`config.mk`:
```
export PLATFORM = sky130hd
export DESIGN_NAME = video_timing_gen
export DESIGN_NICKNAME = d
export VERILOG_FILES = /design/src/rtl/video_timing_pkg.sv /design/src/rtl/video_sync_counter.sv /design/src/rtl/video_timing_gen.sv
export SDC_FILE = /design/constraint.sdc
export NUM_CORES = 1
export LEC_CHECK = 0
export ABC_AREA = 1
export CORE_MARGIN = 3
export CORE_UTILIZATION = 50
export CTS_BUF_LIST = sky130_fd_sc_hd__clkbuf_8
export DETAILED_ROUTE_END_ITERATION = 10
export PLACE_DENSITY = 0.78
export SLEW_MARGIN = 20
export SYNTH_ARGS = -nofsm -noshare
export SYNTH_HDL_FRONTEND = slang
export SYNTH_SLANG_ARGS = --single-unit
```
`constraint.sdc`:
```
create_clock -name clk -period 1.8 [get_ports clk]
set_input_delay 0.36 -clock clk [delete_from_list [all_inputs] [get_ports clk]]
set_output_delay 0.36 -clock clk [all_outputs]
set_load 0.02 [all_outputs]
```
`src/rtl/video_timing_pkg.sv`:
```
// Shared constants, state type and timing helper for the raster timing generator.
package video_timing_pkg;

    // Default 640x480@60 raster
    localparam int unsigned DEF_H_ACTIVE = 640;
    localparam int unsigned DEF_H_FP     = 16;
    localparam int unsigned DEF_H_SYNC   = 96;
    localparam int unsigned DEF_H_BP     = 48;
    localparam int unsigned DEF_V_ACTIVE = 480;
    localparam int unsigned DEF_V_FP     = 10;
    localparam int unsigned DEF_V_SYNC   = 2;
    localparam int unsigned DEF_V_BP     = 33;
    localparam logic        DEF_HS_POL   = 1'b0;
    localparam logic        DEF_VS_POL   = 1'b0;
    localparam int unsigned DEF_CNT_W    = 12;

    typedef enum logic {
        IDLE,
        RUN
    } state_t;

    // Derived values for one axis: period length and the half-open sync window
    typedef struct packed {
        int unsigned total;
        int unsigned sync_start;
        int unsigned sync_end;
    } timing_t;

    function automatic timing_t f_timing(
        input int unsigned active,
        input int unsigned fp,
        input int unsigned sync,
        input int unsigned bp
    );
        timing_t t;
        t.total      = active + fp + sync + bp;
        t.sync_start = active + fp;
        t.sync_end   = active + fp + sync;
        return t;
    endfunction

endpackage

```
`src/rtl/video_sync_counter.sv`:
```
// Wrap counter for one raster axis with active/sync decode of the next count.
module video_sync_counter
    import video_timing_pkg::*;
#(
    parameter int unsigned ACTIVE = DEF_H_ACTIVE,
    parameter int unsigned FP     = DEF_H_FP,
    parameter int unsigned SYNC   = DEF_H_SYNC,
    parameter int unsigned BP     = DEF_H_BP,
    parameter int unsigned CNT_W  = DEF_CNT_W
) (
    input  logic             clk,
    input  logic             rst,
    input  logic             i_clr,
    input  logic             i_step,
    output logic [CNT_W-1:0] o_cnt,
    output logic [CNT_W-1:0] o_nxt,
    output logic             o_wrap,
    output logic             o_active_nxt,
    output logic             o_sync_nxt
);

    localparam timing_t          C_T    = f_timing(ACTIVE, FP, SYNC, BP);
    localparam logic [CNT_W-1:0] C_LAST = CNT_W'(C_T.total - 1);
    localparam logic [CNT_W-1:0] C_ACT  = CNT_W'(ACTIVE);
    localparam logic [CNT_W-1:0] C_SS   = CNT_W'(C_T.sync_start);
    localparam logic [CNT_W-1:0] C_SE   = CNT_W'(C_T.sync_end);

    logic [CNT_W-1:0] r_cnt;
    logic [CNT_W-1:0] w_nxt;
    logic             w_last;

    // Next-count selection and decode; clear wins over step
    always_comb begin
        w_last = (r_cnt == C_LAST);
        w_nxt  = r_cnt;
        if (i_clr) begin
            w_nxt = '0;
        end else if (i_step) begin
            w_nxt = w_last ? '0 : r_cnt + CNT_W'(1);
        end
        o_wrap       = i_step && !i_clr && w_last;
        o_active_nxt = (w_nxt < C_ACT);
        o_sync_nxt   = (w_nxt >= C_SS) && (w_nxt < C_SE);
    end

    // Count register
    always_ff @(posedge clk or posedge rst) begin
        if (rst) begin
            r_cnt <= '0;
        end else begin
            r_cnt <= w_nxt;
        end
    end

    assign o_cnt = r_cnt;
    assign o_nxt = w_nxt;

endmodule

```
`src/rtl/video_timing_gen.sv`:
```
// Raster timing generator: hsync/vsync/de/coordinates advanced by pclk_ena.
module video_timing_gen
    import video_timing_pkg::*;
#(
    parameter int unsigned H_ACTIVE = DEF_H_ACTIVE,
    parameter int unsigned H_FP     = DEF_H_FP,
    parameter int unsigned H_SYNC   = DEF_H_SYNC,
    parameter int unsigned H_BP     = DEF_H_BP,
    parameter int unsigned V_ACTIVE = DEF_V_ACTIVE,
    parameter int unsigned V_FP     = DEF_V_FP,
    parameter int unsigned V_SYNC   = DEF_V_SYNC,
    parameter int unsigned V_BP     = DEF_V_BP,
    parameter logic        HS_POL   = DEF_HS_POL,
    parameter logic        VS_POL   = DEF_VS_POL,
    parameter int unsigned CNT_W    = DEF_CNT_W
) (
    input  logic             clk,
    input  logic             rst,
    input  logic             pclk_ena,
    input  logic             en,
    output logic             hsync,
    output logic             vsync,
    output logic             de,
    output logic [CNT_W-1:0] h_cnt,
    output logic [CNT_W-1:0] v_cnt,
    output logic             sof,
    output logic             eol
);

    localparam logic [CNT_W-1:0] C_H_EOL = CNT_W'(H_ACTIVE - 1);
    localparam logic [CNT_W-1:0] C_V_ACT = CNT_W'(V_ACTIVE);

    state_t r_state;
    logic   r_hsync;
    logic   r_vsync;
    logic   r_de;
    logic   r_sof;
    logic   r_eol;

    logic             w_start;
    logic             w_adv;
    logic             w_clr;
    logic             w_h_wrap;
    logic             w_v_wrap;
    logic             w_h_act;
    logic             w_v_act;
    logic             w_h_sync;
    logic             w_v_sync;
    logic             w_eol;
    logic [CNT_W-1:0] w_h_nxt;
    logic [CNT_W-1:0] w_v_nxt;

    // Counters are held at zero whenever not running; entry to RUN simply releases the clear
    always_comb begin
        w_start = (r_state == IDLE) && en && pclk_ena;
        w_adv   = (r_state == RUN) && en && pclk_ena;
        w_clr   = !((r_state == RUN) && en);
        w_eol   = (w_start || w_adv) && (w_h_nxt == C_H_EOL) && (w_v_nxt < C_V_ACT);
    end

    video_sync_counter #(
        .ACTIVE (H_ACTIVE),
        .FP     (H_FP),
        .SYNC   (H_SYNC),
        .BP     (H_BP),
        .CNT_W  (CNT_W)
    ) u_h_cnt (
        .clk          (clk),
        .rst          (rst),
        .i_clr        (w_clr),
        .i_step       (w_adv),
        .o_cnt        (h_cnt),
        .o_nxt        (w_h_nxt),
        .o_wrap       (w_h_wrap),
        .o_active_nxt (w_h_act),
        .o_sync_nxt   (w_h_sync)
    );

    video_sync_counter #(
        .ACTIVE (V_ACTIVE),
        .FP     (V_FP),
        .SYNC   (V_SYNC),
        .BP     (V_BP),
        .CNT_W  (CNT_W)
    ) u_v_cnt (
        .clk          (clk),
        .rst          (rst),
        .i_clr        (w_clr),
        .i_step       (w_h_wrap),
        .o_cnt        (v_cnt),
        .o_nxt        (w_v_nxt),
        .o_wrap       (w_v_wrap),
        .o_active_nxt (w_v_act),
        .o_sync_nxt   (w_v_sync)
    );

    // IDLE/RUN control with outputs registered from the next-count decode
    always_ff @(posedge clk or posedge rst) begin
        if (rst) begin
            r_state <= IDLE;
            r_hsync <= ~HS_POL;
            r_vsync <= ~VS_POL;
            r_de    <= 1'b0;
            r_sof   <= 1'b0;
            r_eol   <= 1'b0;
        end else begin
            case (r_state)
                IDLE: begin
                    r_sof <= 1'b0;
                    r_eol <= 1'b0;
                    if (w_start) begin
                        r_state <= RUN;
                        r_hsync <= w_h_sync ? HS_POL : ~HS_POL;
                        r_vsync <= w_v_sync ? VS_POL : ~VS_POL;
                        r_de    <= w_h_act && w_v_act;
                        r_sof   <= 1'b1;
                        r_eol   <= w_eol;
                    end else begin
                        r_hsync <= ~HS_POL;
                        r_vsync <= ~VS_POL;
                        r_de    <= 1'b0;
                    end
                end
                RUN: begin
                    r_sof <= 1'b0;
                    r_eol <= 1'b0;
                    if (!en) begin
                        r_state <= IDLE;
                        r_hsync <= ~HS_POL;
                        r_vsync <= ~VS_POL;
                        r_de    <= 1'b0;
                    end else if (pclk_ena) begin
                        r_hsync <= w_h_sync ? HS_POL : ~HS_POL;
                        r_vsync <= w_v_sync ? VS_POL : ~VS_POL;
                        r_de    <= w_h_act && w_v_act;
                        r_sof   <= w_v_wrap;
                        r_eol   <= w_eol;
                    end
                end
                default: begin
                    r_state <= IDLE;
                end
            endcase
        end
    end

    assign hsync = r_hsync;
    assign vsync = r_vsync;
    assign de    = r_de;
    assign sof   = r_sof;
    assign eol   = r_eol;

endmodule

```
==> results by group <==
STA
  • Relative slew slack: 0.730
  • Worst slew pin tran: 405 ps
  • Tmin final: 1950 ps
  • F_max: 0.512 GHz
  • RSZ-0062 raised after global routing: true
  • Final Hold Vio Count: 0
  • Final setup viols: 4
  • Max Slew Vio Count: 0
  • Tcrit/Tclk final: 1.08
  • Clk_skew: 11.8 ps
  • Worst setup margin: -153 ps
  • WHS: 443 ps
  • Setup TNS: -422 ps

Route
  • Wire length per cell: 17.3 um
  • Drc violations: 0
  • Antenna Nets Post-Route: 0
  • Initial DRC Count: 424
  • Post-Route WL: 7860 um
  • Post-Route M1 WL: 2980 um
  • Met3 WL: 791 um
  • DR top layer: met4
  • Met2 wire len: 3690 um
  • Via/cell ratio: 5.70
  • Pre-antenna DRT Iters: 5
  • Via count: 2594

Placement
  • I/O Buffers: 32
  • Placed insts: 430
  • Post-DP HPWL: 4590 um
  • Placer Congestion: 0.938

Floorplan
  • Initial core utilization: 0.524
  • Die width: 71.2 um
  • Core Area: 4060 um2
  • DIE AREA: 5070 um2
  • Die height: 71.2 um
  • Io pins: 33
  • FP Rows: 23

Flow run
  • Max-cap viol count: 0

Worst setup path
  • Worst EP required: 2030 ps
  • Critical Path End Type: flop
  • CP Launch Type: flop
  • Crit Path Class: reg2reg
  • Critical Path Fanout Max: 4
  • WP data arrival: 2180 ps

GRT
  • First-pass GRT wire length: 10700 um
  • Total Routing Usage GR: 0.267
  • Total gr overflow: 0
  • Vias in the first global route: 2347
  • Pin count of the biggest net entering global routing: 31
  • Initial antenna violation count: 0

Logic synthesis
  • Yosys cell types: 33
  • Syn Nets: 311
  • Yosys top cell by area: dfrtp_1
  • Top cells by area in the synthesized netlist: dfrtp_1 (33%), nand2_1 (15%), nor2_1 (7.6%), nand3_1 (7.3%), inv_1 (7.2%)
  • Share of the synthesized area in the top cell type: 0.330
  • Post-Synthesis Cell Area: 2130 um2
  • Syn Area/Cell: 6.99 um2
  • Syn Inst Count: 304
  • Sequential fraction of the synthesis area: 0.354
  • Synthesized flop and latch total: 30
  • YS warnings: 0

Finish
  • Share of layout cells above drive strength 1: 0.400
  • Antenna diode count: 0
  • Nets: 411
  • Layout area overhead: 57.9%
  • Finished Layout Cells: 455
  • Commonest non-fill, non-tap cell in the layout: nand2_1
  • Fillers: 231
  • Final core occ: 0.827
  • Commonest cells after routing, fill and taps aside: nand2_1 (75), buf_4 (60), inv_1 (41)

Clocking
  • CTS sink cnt: 30
  • Post-CTS Hold Buffers: 0
  • Bufs on Longest Clock Path: 2
  • CTS HTree Levels: 2
  • Clk slew on worst S/H paths: 80 ps
  • CTS Buf Count: 5
  • CTS tree: built
  • Root Driver: clkbuf_8
  • Clock latency on the worst-skew pair: 290 ps

Outcome
  • Outcome: complete, but fails checks
  • Failing checks: negative setup slack

Power and ir drop
  • Power Dens Cells: 405 nW/um2
  • Leak: 0.00173 uW
  • Maximum vdd drop: 0.000561 V

Worst hold path
  • Tightest Hold Check Type: in2async
worst paths after layout:
check	start	end	slack, ps	cells past startpoint
max	u_v_cnt.o_cnt[0]	vsync	-150	13
min	rst	eol	440	3
max reg2reg	u_v_cnt.o_cnt[0]	vsync	-150	13
min reg2reg	hsync	hsync	520	2
max in group asynchronous	rst	hsync	1030	3
min in group clk	hsync	hsync	520	2
state kept, by name, indices dropped and copies added (netlist names):
signal / count
r_state: 1
sof: 1
hsync: 1
eol: 1
u_v_cnt.o_cnt: 12
u_h_cnt.o_cnt: 12
vsync: 1
de: 1
logic make-up (layout without fill, tap and decap cells):
logic type      Yosys count  after routing  synth area share
flops                    30             30             0.354
compound gates           16             16            0.0436
xor+xnor                  4              4            0.0165
buf+inv                  48            148            0.0918
fa+ha+maj                 3              3            0.0177
simple gates            203            204             0.476
synth_stat cells:
cell type	instances
xnor2_1	1
nand4_2	2
nor2_4	2
nor3_1	5
ha_1	3
dfrtp_1	28
nand2_1	84
xor2_1	3
nand2_4	3
nor2_2	8
nand3_1	31
a31oi_1	1
a21boi_0	1
buf_2	3
nand2_2	10
o21a_1	1
nor2_1	43
dfstp_2	2
o21ai_1	1
a21oi_1	5
o21ai_0	5
buf_8	1
nand3b_1	1
nand3_4	1
inv_2	3
inv_1	41
nand4_4	1
nor3b_1	1
a211oi_1	1
nor2_8	2
o21ai_2	1
nand4_1	6
nand3_2	3
metal layers:
layer,GRT usage,vias to the layer above
li1,-,1160
met1,0.358,1191
met2,0.433,192
met3,0.0582,51
met4,0.0752,0
met5,0,-
where the power goes:
part	switching, uW	internal [uW]
combinational	87.2	49.9
sequential	5.69	681
clock	279	258
cell type report:
cell class / count / area [um2] / share of cell area
clock buffer: 5 / 68.8 / 0.0205
clock inverter: 3 / 11.3 / 0.00335
inverter: 44 / 165 / 0.0492
multi-input combinational: 227 / 1460 / 0.433
sequential: 30 / 758 / 0.226
tap: 50 / 62.6 / 0.0186
timing repair buffer: 96 / 836 / 0.249
stage by stage:
step | setup slack [ps] | power, uW | area [um2]
after floorplan | 1.60 | 759 | 2130
after global placement | -388 | 815 | 2850
after detailed placement | -464 | 818 | 2850
after CTS | -22.7 | 1330 | 3020
after global routing | -237 | 1400 | 3360
final | -153 | 1360 | 3360
worst max-delay path, stage by stage (launching register included):
cell and delay [ps]:
dfrtp_1 420, inv_2 130, ha_1 160, nand3_1 100, nor2_2 190, nand2_2 130
nand2_1 120, nand2_1 90, nand2_1 110, nand3_2 90, nor2_2 100, nand3_2 90
nor2_2 110, nor2_1 60
timing repair:
| item | CTS | global route |
|---|---|---|
| pin swaps | 4 | 27 |
| setup endpoints to repair | 6 | 14 |
| gates cloned | 1 | 0 |
| gates resized for setup | 22 | 66 |
| setup buffers | 2 | 14 |
(Power assumes the default switching activity.)
